$ cat src/rtl/axi_lite_pkg.sv
// Shared types and constants for the AXI4-Lite control front-end.
//   resp_t      : AXI response codes used on BRESP/RRESP
//   wr_state_e  : write-path FSM states
//   rd_state_e  : read-path FSM states
//   RD_ERR_DATA : read data returned when a read access times out
package axi_lite_pkg;

    typedef enum logic [1:0] {
        OKAY   = 2'b00,
        SLVERR = 2'b10
    } resp_t;

    typedef enum logic [1:0] {
        WIdle,
        WWait,
        WResp
    } wr_state_e;

    typedef enum logic [1:0] {
        RIdle,
        RWait,
        RResp
    } rd_state_e;

    localparam logic [31:0] RD_ERR_DATA = 32'hDEAD_BEEF;
    localparam logic [3:0]  STRB_FULL   = 4'hF;

endpackage

$ cat src/rtl/axi_req_timer.sv
// Saturating access timer, one per direction.
//   clk, rst_n : clock and asynchronous active-low reset
//   clr        : zero the counter (takes priority over en)
//   en         : count this cycle (high while the owning FSM waits)
//   expired    : high on the TIMEOUT-th enabled cycle since the last clear
module axi_req_timer #(
    parameter int unsigned TIMEOUT = 255
) (
    input  logic clk,
    input  logic rst_n,
    input  logic clr,
    input  logic en,
    output logic expired
);

    localparam int unsigned CntW = $clog2(TIMEOUT + 1);
    localparam logic [CntW-1:0] CntMax  = CntW'(TIMEOUT);
    localparam logic [CntW-1:0] CntLast = CntW'(TIMEOUT - 1);

    logic [CntW-1:0] cnt_d, cnt_q;

    always_comb begin
        cnt_d = cnt_q;
        if (clr) begin
            cnt_d = '0;
        end else if (en && (cnt_q != CntMax)) begin
            cnt_d = cnt_q + 1'b1;
        end
    end

    always_ff @(posedge clk or negedge rst_n) begin
        if (!rst_n) begin
            cnt_q <= '0;
        end else begin
            cnt_q <= cnt_d;
        end
    end

    // The counter reads k-1 on the k-th waiting cycle, so this flags the cycle on
    // which the count reaches TIMEOUT.
    assign expired = en && (cnt_q >= CntLast);

endmodule

$ cat src/rtl/axi_lite_ctrl.sv
// AXI4-Lite slave front-end that turns PS register accesses into held
// write/read requests for the PL address decoder, waits for the target's
// done strobe (with timeout) and returns the AXI response.
//   clk, rst_n              : clock, asynchronous active-low reset
//   s_axi_aw*/w*/b*         : AXI4-Lite write address/data/response channels
//   s_axi_ar*/r*            : AXI4-Lite read address/data channels
//   we, waddr, wdata, wdone : write request to decoder and its completion
//   re, raddr, rdone, rdata : read request to decoder, completion and data
// Write and read paths are independent and may be busy at the same time.
// Only DATA_W = 32 is supported (wstrb is fixed at 4 bits).
module axi_lite_ctrl
    import axi_lite_pkg::*;
#(
    parameter int unsigned ADDR_W  = 32,
    parameter int unsigned DATA_W  = 32,
    parameter int unsigned TIMEOUT = 255
) (
    input  logic              clk,
    input  logic              rst_n,
    input  logic [ADDR_W-1:0] s_axi_awaddr,
    input  logic              s_axi_awvalid,
    output logic              s_axi_awready,
    input  logic [DATA_W-1:0] s_axi_wdata,
    input  logic [3:0]        s_axi_wstrb,
    input  logic              s_axi_wvalid,
    output logic              s_axi_wready,
    output logic [1:0]        s_axi_bresp,
    output logic              s_axi_bvalid,
    input  logic              s_axi_bready,
    input  logic [ADDR_W-1:0] s_axi_araddr,
    input  logic              s_axi_arvalid,
    output logic              s_axi_arready,
    output logic [DATA_W-1:0] s_axi_rdata,
    output logic [1:0]        s_axi_rresp,
    output logic              s_axi_rvalid,
    input  logic              s_axi_rready,
    output logic              we,
    output logic [ADDR_W-1:0] waddr,
    output logic [DATA_W-1:0] wdata,
    input  logic              wdone,
    output logic              re,
    output logic [ADDR_W-1:0] raddr,
    input  logic              rdone,
    input  logic [DATA_W-1:0] rdata
);

    // ------------------------------------------------------------------
    // Write path
    // ------------------------------------------------------------------
    wr_state_e         wr_state_d, wr_state_q;
    logic              aw_got_d, aw_got_q;
    logic              w_got_d, w_got_q;
    logic              strb_ok_d, strb_ok_q;
    logic [ADDR_W-1:0] waddr_d, waddr_q;
    logic [DATA_W-1:0] wdata_d, wdata_q;
    resp_t             bresp_d, bresp_q;
    logic              awready_d, awready_q;
    logic              wready_d, wready_q;
    logic              bvalid_d, bvalid_q;
    logic              we_d, we_q;
    logic              wtmr_clr, wtmr_en, wtmr_expired;
    logic              aw_hs, w_hs;

    assign aw_hs = s_axi_awvalid && awready_q;
    assign w_hs  = s_axi_wvalid && wready_q;

    always_comb begin
        wr_state_d = wr_state_q;
        aw_got_d   = aw_got_q;
        w_got_d    = w_got_q;
        strb_ok_d  = strb_ok_q;
        waddr_d    = waddr_q;
        wdata_d    = wdata_q;
        bresp_d    = bresp_q;
        wtmr_clr   = 1'b0;

        unique case (wr_state_q)
            WIdle: begin
                if (aw_hs) begin
                    aw_got_d = 1'b1;
                    waddr_d  = s_axi_awaddr;
                end
                if (w_hs) begin
                    w_got_d   = 1'b1;
                    wdata_d   = s_axi_wdata;
                    strb_ok_d = (s_axi_wstrb == STRB_FULL);
                end
                if (aw_got_d && w_got_d) begin
                    if (strb_ok_d) begin
                        wr_state_d = WWait;
                        wtmr_clr   = 1'b1;
                    end else begin
                        // Partial writes are rejected without touching the target.
                        wr_state_d = WResp;
                        bresp_d    = SLVERR;
                    end
                end
            end
            WWait: begin
                // wdone wins over a simultaneous timeout.
                if (wdone) begin
                    wr_state_d = WResp;
                    bresp_d    = OKAY;
                end else if (wtmr_expired) begin
                    wr_state_d = WResp;
                    bresp_d    = SLVERR;
                end
            end
            WResp: begin
                if (s_axi_bready) begin
                    wr_state_d = WIdle;
                    aw_got_d   = 1'b0;
                    w_got_d    = 1'b0;
                end
            end
            default: begin
                wr_state_d = WIdle;
            end
        endcase

        // Handshake outputs are registered from the next state so that they
        // are all low while reset is held.
        awready_d = (wr_state_d == WIdle) && !aw_got_d;
        wready_d  = (wr_state_d == WIdle) && !w_got_d;
        bvalid_d  = (wr_state_d == WResp);
        we_d      = (wr_state_d == WWait);
    end

    assign wtmr_en = (wr_state_q == WWait);

    axi_req_timer #(
        .TIMEOUT (TIMEOUT)
    ) u_wr_timer (
        .clk     (clk),
        .rst_n   (rst_n),
        .clr     (wtmr_clr),
        .en      (wtmr_en),
        .expired (wtmr_expired)
    );

    always_ff @(posedge clk or negedge rst_n) begin
        if (!rst_n) begin
            wr_state_q <= WIdle;
            aw_got_q   <= 1'b0;
            w_got_q    <= 1'b0;
            strb_ok_q  <= 1'b0;
            waddr_q    <= '0;
            wdata_q    <= '0;
            bresp_q    <= OKAY;
            awready_q  <= 1'b0;
            wready_q   <= 1'b0;
            bvalid_q   <= 1'b0;
            we_q       <= 1'b0;
        end else begin
            wr_state_q <= wr_state_d;
            aw_got_q   <= aw_got_d;
            w_got_q    <= w_got_d;
            strb_ok_q  <= strb_ok_d;
            waddr_q    <= waddr_d;
            wdata_q    <= wdata_d;
            bresp_q    <= bresp_d;
            awready_q  <= awready_d;
            wready_q   <= wready_d;
            bvalid_q   <= bvalid_d;
            we_q       <= we_d;
        end
    end

    assign s_axi_awready = awready_q;
    assign s_axi_wready  = wready_q;
    assign s_axi_bvalid  = bvalid_q;
    assign s_axi_bresp   = bresp_q;
    assign we            = we_q;
    assign waddr         = waddr_q;
    assign wdata         = wdata_q;

    // ------------------------------------------------------------------
    // Read path
    // ------------------------------------------------------------------
    rd_state_e         rd_state_d, rd_state_q;
    logic [ADDR_W-1:0] raddr_d, raddr_q;
    logic [DATA_W-1:0] rdata_d, rdata_q;
    resp_t             rresp_d, rresp_q;
    logic              arready_d, arready_q;
    logic              rvalid_d, rvalid_q;
    logic              re_d, re_q;
    logic              rtmr_clr, rtmr_en, rtmr_expired;
    logic              ar_hs;

    assign ar_hs = s_axi_arvalid && arready_q;

    always_comb begin
        rd_state_d = rd_state_q;
        raddr_d    = raddr_q;
        rdata_d    = rdata_q;
        rresp_d    = rresp_q;
        rtmr_clr   = 1'b0;

        unique case (rd_state_q)
            RIdle: begin
                if (ar_hs) begin
                    rd_state_d = RWait;
                    raddr_d    = s_axi_araddr;
                    rtmr_clr   = 1'b1;
                end
            end
            RWait: begin
                if (rdone) begin
                    rd_state_d = RResp;
                    rdata_d    = rdata;
                    rresp_d    = OKAY;
                end else if (rtmr_expired) begin
                    rd_state_d = RResp;
                    rdata_d    = DATA_W'(RD_ERR_DATA);
                    rresp_d    = SLVERR;
                end
            end
            RResp: begin
                if (s_axi_rready) begin
                    rd_state_d = RIdle;
                end
            end
            default: begin
                rd_state_d = RIdle;
            end
        endcase

        arready_d = (rd_state_d == RIdle);
        rvalid_d  = (rd_state_d == RResp);
        re_d      = (rd_state_d == RWait);
    end

    assign rtmr_en = (rd_state_q == RWait);

    axi_req_timer #(
        .TIMEOUT (TIMEOUT)
    ) u_rd_timer (
        .clk     (clk),
        .rst_n   (rst_n),
        .clr     (rtmr_clr),
        .en      (rtmr_en),
        .expired (rtmr_expired)
    );

    always_ff @(posedge clk or negedge rst_n) begin
        if (!rst_n) begin
            rd_state_q <= RIdle;
            raddr_q    <= '0;
            rdata_q    <= '0;
            rresp_q    <= OKAY;
            arready_q  <= 1'b0;
            rvalid_q   <= 1'b0;
            re_q       <= 1'b0;
        end else begin
            rd_state_q <= rd_state_d;
            raddr_q    <= raddr_d;
            rdata_q    <= rdata_d;
            rresp_q    <= rresp_d;
            arready_q  <= arready_d;
            rvalid_q   <= rvalid_d;
            re_q       <= re_d;
        end
    end

    assign s_axi_arready = arready_q;
    assign s_axi_rvalid  = rvalid_q;
    assign s_axi_rresp   = rresp_q;
    assign s_axi_rdata   = rdata_q;
    assign re            = re_q;
    assign raddr         = raddr_q;

endmodule

$ cat config.mk
export PLATFORM = sky130hd
export DESIGN_NAME = axi_lite_ctrl
export DESIGN_NICKNAME = d
export VERILOG_FILES = /design/src/rtl/axi_lite_pkg.sv /design/src/rtl/axi_req_timer.sv /design/src/rtl/axi_lite_ctrl.sv
export SDC_FILE = /design/constraint.sdc
export NUM_CORES = 1
export LEC_CHECK = 0
export ABC_AREA = 1
export CORE_MARGIN = 3
export CORE_UTILIZATION = 43
export CTS_CLUSTER_SIZE = 25
export DETAILED_ROUTE_END_ITERATION = 10
export GPL_TIMING_DRIVEN = 0
export PLACE_DENSITY = 0.87
export SLEW_MARGIN = 30
export SYNTH_ARGS = -nofsm -noshare
export SYNTH_HDL_FRONTEND = slang
export SYNTH_SLANG_ARGS = --single-unit
$ cat constraint.sdc
create_clock -name clk -period 1.8 [get_ports clk]
set_clock_uncertainty 0.1 [all_clocks]
set_input_delay 0.36 -clock clk [delete_from_list [all_inputs] [get_ports clk]]
set_output_delay 0.36 -clock clk [all_outputs]
set_load 0.01 [all_outputs]
==> out/metrics.yaml <==
logic_synthesis:
  yosys_warnings: 0
  yosysSeqAreaShare: 0.609
  avgSynthCellArea_um2: 12.4
  synth.area.top_cells: "dfrtp_1, mux2_4, mux2_2"
  synth_most_common_cell: "dfrtp_1"
  synth_top_area_frac: 0.609
  synth-edff-count: 0
  async_flop_share: 1.00
  synth_area_mm2: 0.00658
  yosysTopAreaCell: "dfrtp_1"
  synth_cells: 530
  synth_flop_cell: "dfrtp_1"
  ys_top_cells_by_count: "dfrtp_1, nand2_1, nand3_1"
  synth_cell_types: 33
  ys_ff_latch: 160
critical_path:
  rrSetupSlack_ps: 140
  worstPathCellList: "clkdlybuf4s50_1"
  startpoint_type: "flip-flop"
  crit_type: "reg -> out"
  slowest_stage: "clkdlybuf4s50_1"
  worstReg2RegEnd: "u_rd_timer.cnt_q[0]"
  end_kind: "output pin"
  critical_path_required_ps: 1340
  r2r-start: "u_rd_timer.cnt_q[0]"
  path_buf_inv: 1
  arrival_ps: 1320
  path_delay_family: "buffers and inverters"
  r2r.worst_path.cells: 9
  critPathMaxStageDelay_ps: 560
  path_max_fanout: 2
floorplanning:
  fp.dieArea_mm2: 0.0168
  die_w_um: 130
  die_y_um: 130
  ios: 280
  num_rows: 44
  start_util: 0.446
  core_area_mm2: 0.0148
timing:
  worstMarginPinSlew_ps: 609
  post-route-period-util: 0.990
  finalHoldViolations: 0
  period_minus_slack_ps: 1780
  fmax_mhz: 561
  setup_viol: 0
  tns_ps: 0
  maxSlewViolCount: 0
  slew_headroom: 0.594
clock_tree:
  htree_levels: 4
  cts.sinks: 160
  path_clk_slew_ps: 60
  clockBufferDepth: 2
  cts-root-buf: "clkbuf_16"
  cts_tree: "yes"
  insertion_delay_ps: 410
  cts-buffers-inserted: 17
outcome:
  run_status: "completed"
route:
  drt_wl_total_mm: 17.6
  wl_per_cell_um: 17.2
  drtPass1Iterations: 5
  drt_iter0_drc: 349
  vias_per_cell: 4.90
  vias: 5042
  drc: 0
  postRouteAntennaNets: 0
power_and_ir_drop:
  power_mw: 17.0
  p_per_area_mw_per_mm2: 1640
  power.leakage_nw: 5.23
  ir_worst_vdd_mv: 0.982
finish:
  area.sequential_mm2: 0.00400
  antenna_cells: 0
  area_growth_pct: 58.0
  drive_gt1_frac: 0.160
  multi_input_comb_area_mm2: 0.00233
  fin_nets: 976
  finish.utilization: 0.704
  n_fill_cell: 1026
hold_path:
  hold_path_end: "strb_ok_q"
  hold_path.class: "reg -> reg"
  hold_path.startpoint: "strb_ok_q"
  holdPathStages: 2
global_routing:
  grt_pass1_wl_mm: 27.2
  grt_usage: 0.207
  grt_max_degree: 83
  grt_overflow: 0
  grt_pass1_vias: 5300
  antenna_found_initial: 1
job:
  maxCapViolations: 0
placed_design:
  place_hpwl_mm: 13.1
  io_buffer_count: 277
  gp_congestion: 0.808
## worst max path at each step
stage	from	to	cells after the start
6_report	wdata[18]	wdata[18]	1
5_1_grt	u_rd_timer.cnt_q[0]	u_rd_timer.cnt_q[7]	9
4_1_cts	s_axi_rdata[21]	s_axi_rdata[21]	1
3_5_place_dp	s_axi_wstrb[2]	u_wr_timer.cnt_q[0]	9
3_3_place_gp	rst_n	raddr[0]	1
2_1_floorplan	u_rd_timer.cnt_q[0]	s_axi_rdata[28]	8
## sequential cells by signal, summed over array words and instances, names as in the netlist, 2 cells and up
name,count
raddr,32
rd_state_q,2
s_axi_rdata,32
u_rd_timer.cnt_q,8
u_wr_timer.cnt_q,8
waddr,32
wdata,32
wr_state_q,2
## report_power, final
group          switching [mW]  internal (mW)
sequential              0.848           5.26
clock                    1.50           2.21
combinational            3.09           4.10
## stage by stage
step	cell area, um^2	hold slack [ps]	instances	setup slack [ps]
3_3_place_gp	9580	365	992	-6260
2_1_floorplan	6580	-35.6	531	325
4_1_cts	10200	386	1026	0.249
6_report	10400	384	1028	18.2
5_1_grt	10400	402	1028	-35.8
3_5_place_dp	9620	280	993	-186
## cell type report
class / instances / area share
clock inverter: 14 / 0.0175
inverter: 32 / 0.0116
clock buffer: 18 / 0.0413
tap: 184 / 0.0222
sequential: 160 / 0.385
multi-input combinational: 317 / 0.224
buffer: 22 / 0.0136
timing repair buffer: 281 / 0.285
## per-layer routing
metal / global-route usage / vias to the layer above / share of wire
met4: 0.0581 / 2 / 0.014
met5: 0 / - / 0.00062
met2: 0.371 / 182 / 0.53
met3: 0.0565 / 21 / 0.068
met1: 0.244 / 2444 / 0.39
li1: - / 2393 / -
## cells in the final DEF (no fill, tap or decap), types with 4 or more instances in the layout
cell | Yosys | routed
mux2_2 | 36 | 36
mux2_1 | 30 | 30
o21ai_0 | 12 | 12
inv_1 | 31 | 30
clkbuf_16 | 0 | 17
ha_1 | 4 | 4
clkdlybuf4s50_1 | 0 | 170
nor2_2 | 4 | 5
dlygate4sd2_1 | 0 | 37
buf_4 | 6 | 8
nand2_1 | 67 | 65
buf_2 | 10 | 10
nand4_1 | 4 | 4
dlymetal6s2s_1 | 0 | 69
dfrtp_1 | 160 | 160
mux2_4 | 30 | 30
o22a_1 | 17 | 17
a21oi_1 | 8 | 8
o21ai_1 | 5 | 5
nor2_1 | 39 | 38
nand3_1 | 40 | 40
## cell families (layout without fill, tap and decap cells)
family,after synthesis,after routing,synth area share
buffers and inverters,54,367,0.0396
AO/OA/AOI/OAI,48,48,0.0487
XOR/XNOR,2,2,0.00266
AND/OR/NAND/NOR,165,165,0.111
other,1,2,0.000570
flip-flops,160,160,0.609
adder cells (fa/ha/maj),4,4,0.00761
multiplexers,96,96,0.182
## what timing repair did
item | 4_1_cts | 5_1_grt
hold endpoints to repair | 78 | 0
hold buffers | 1 | 0
resized for setup | 37 | 76
buffers inserted | 0 | 2
pin swaps | 0 | 0
setup endpoints to repair | 37 | 106
No activity file was read; power rests on OpenSTA's default activity.
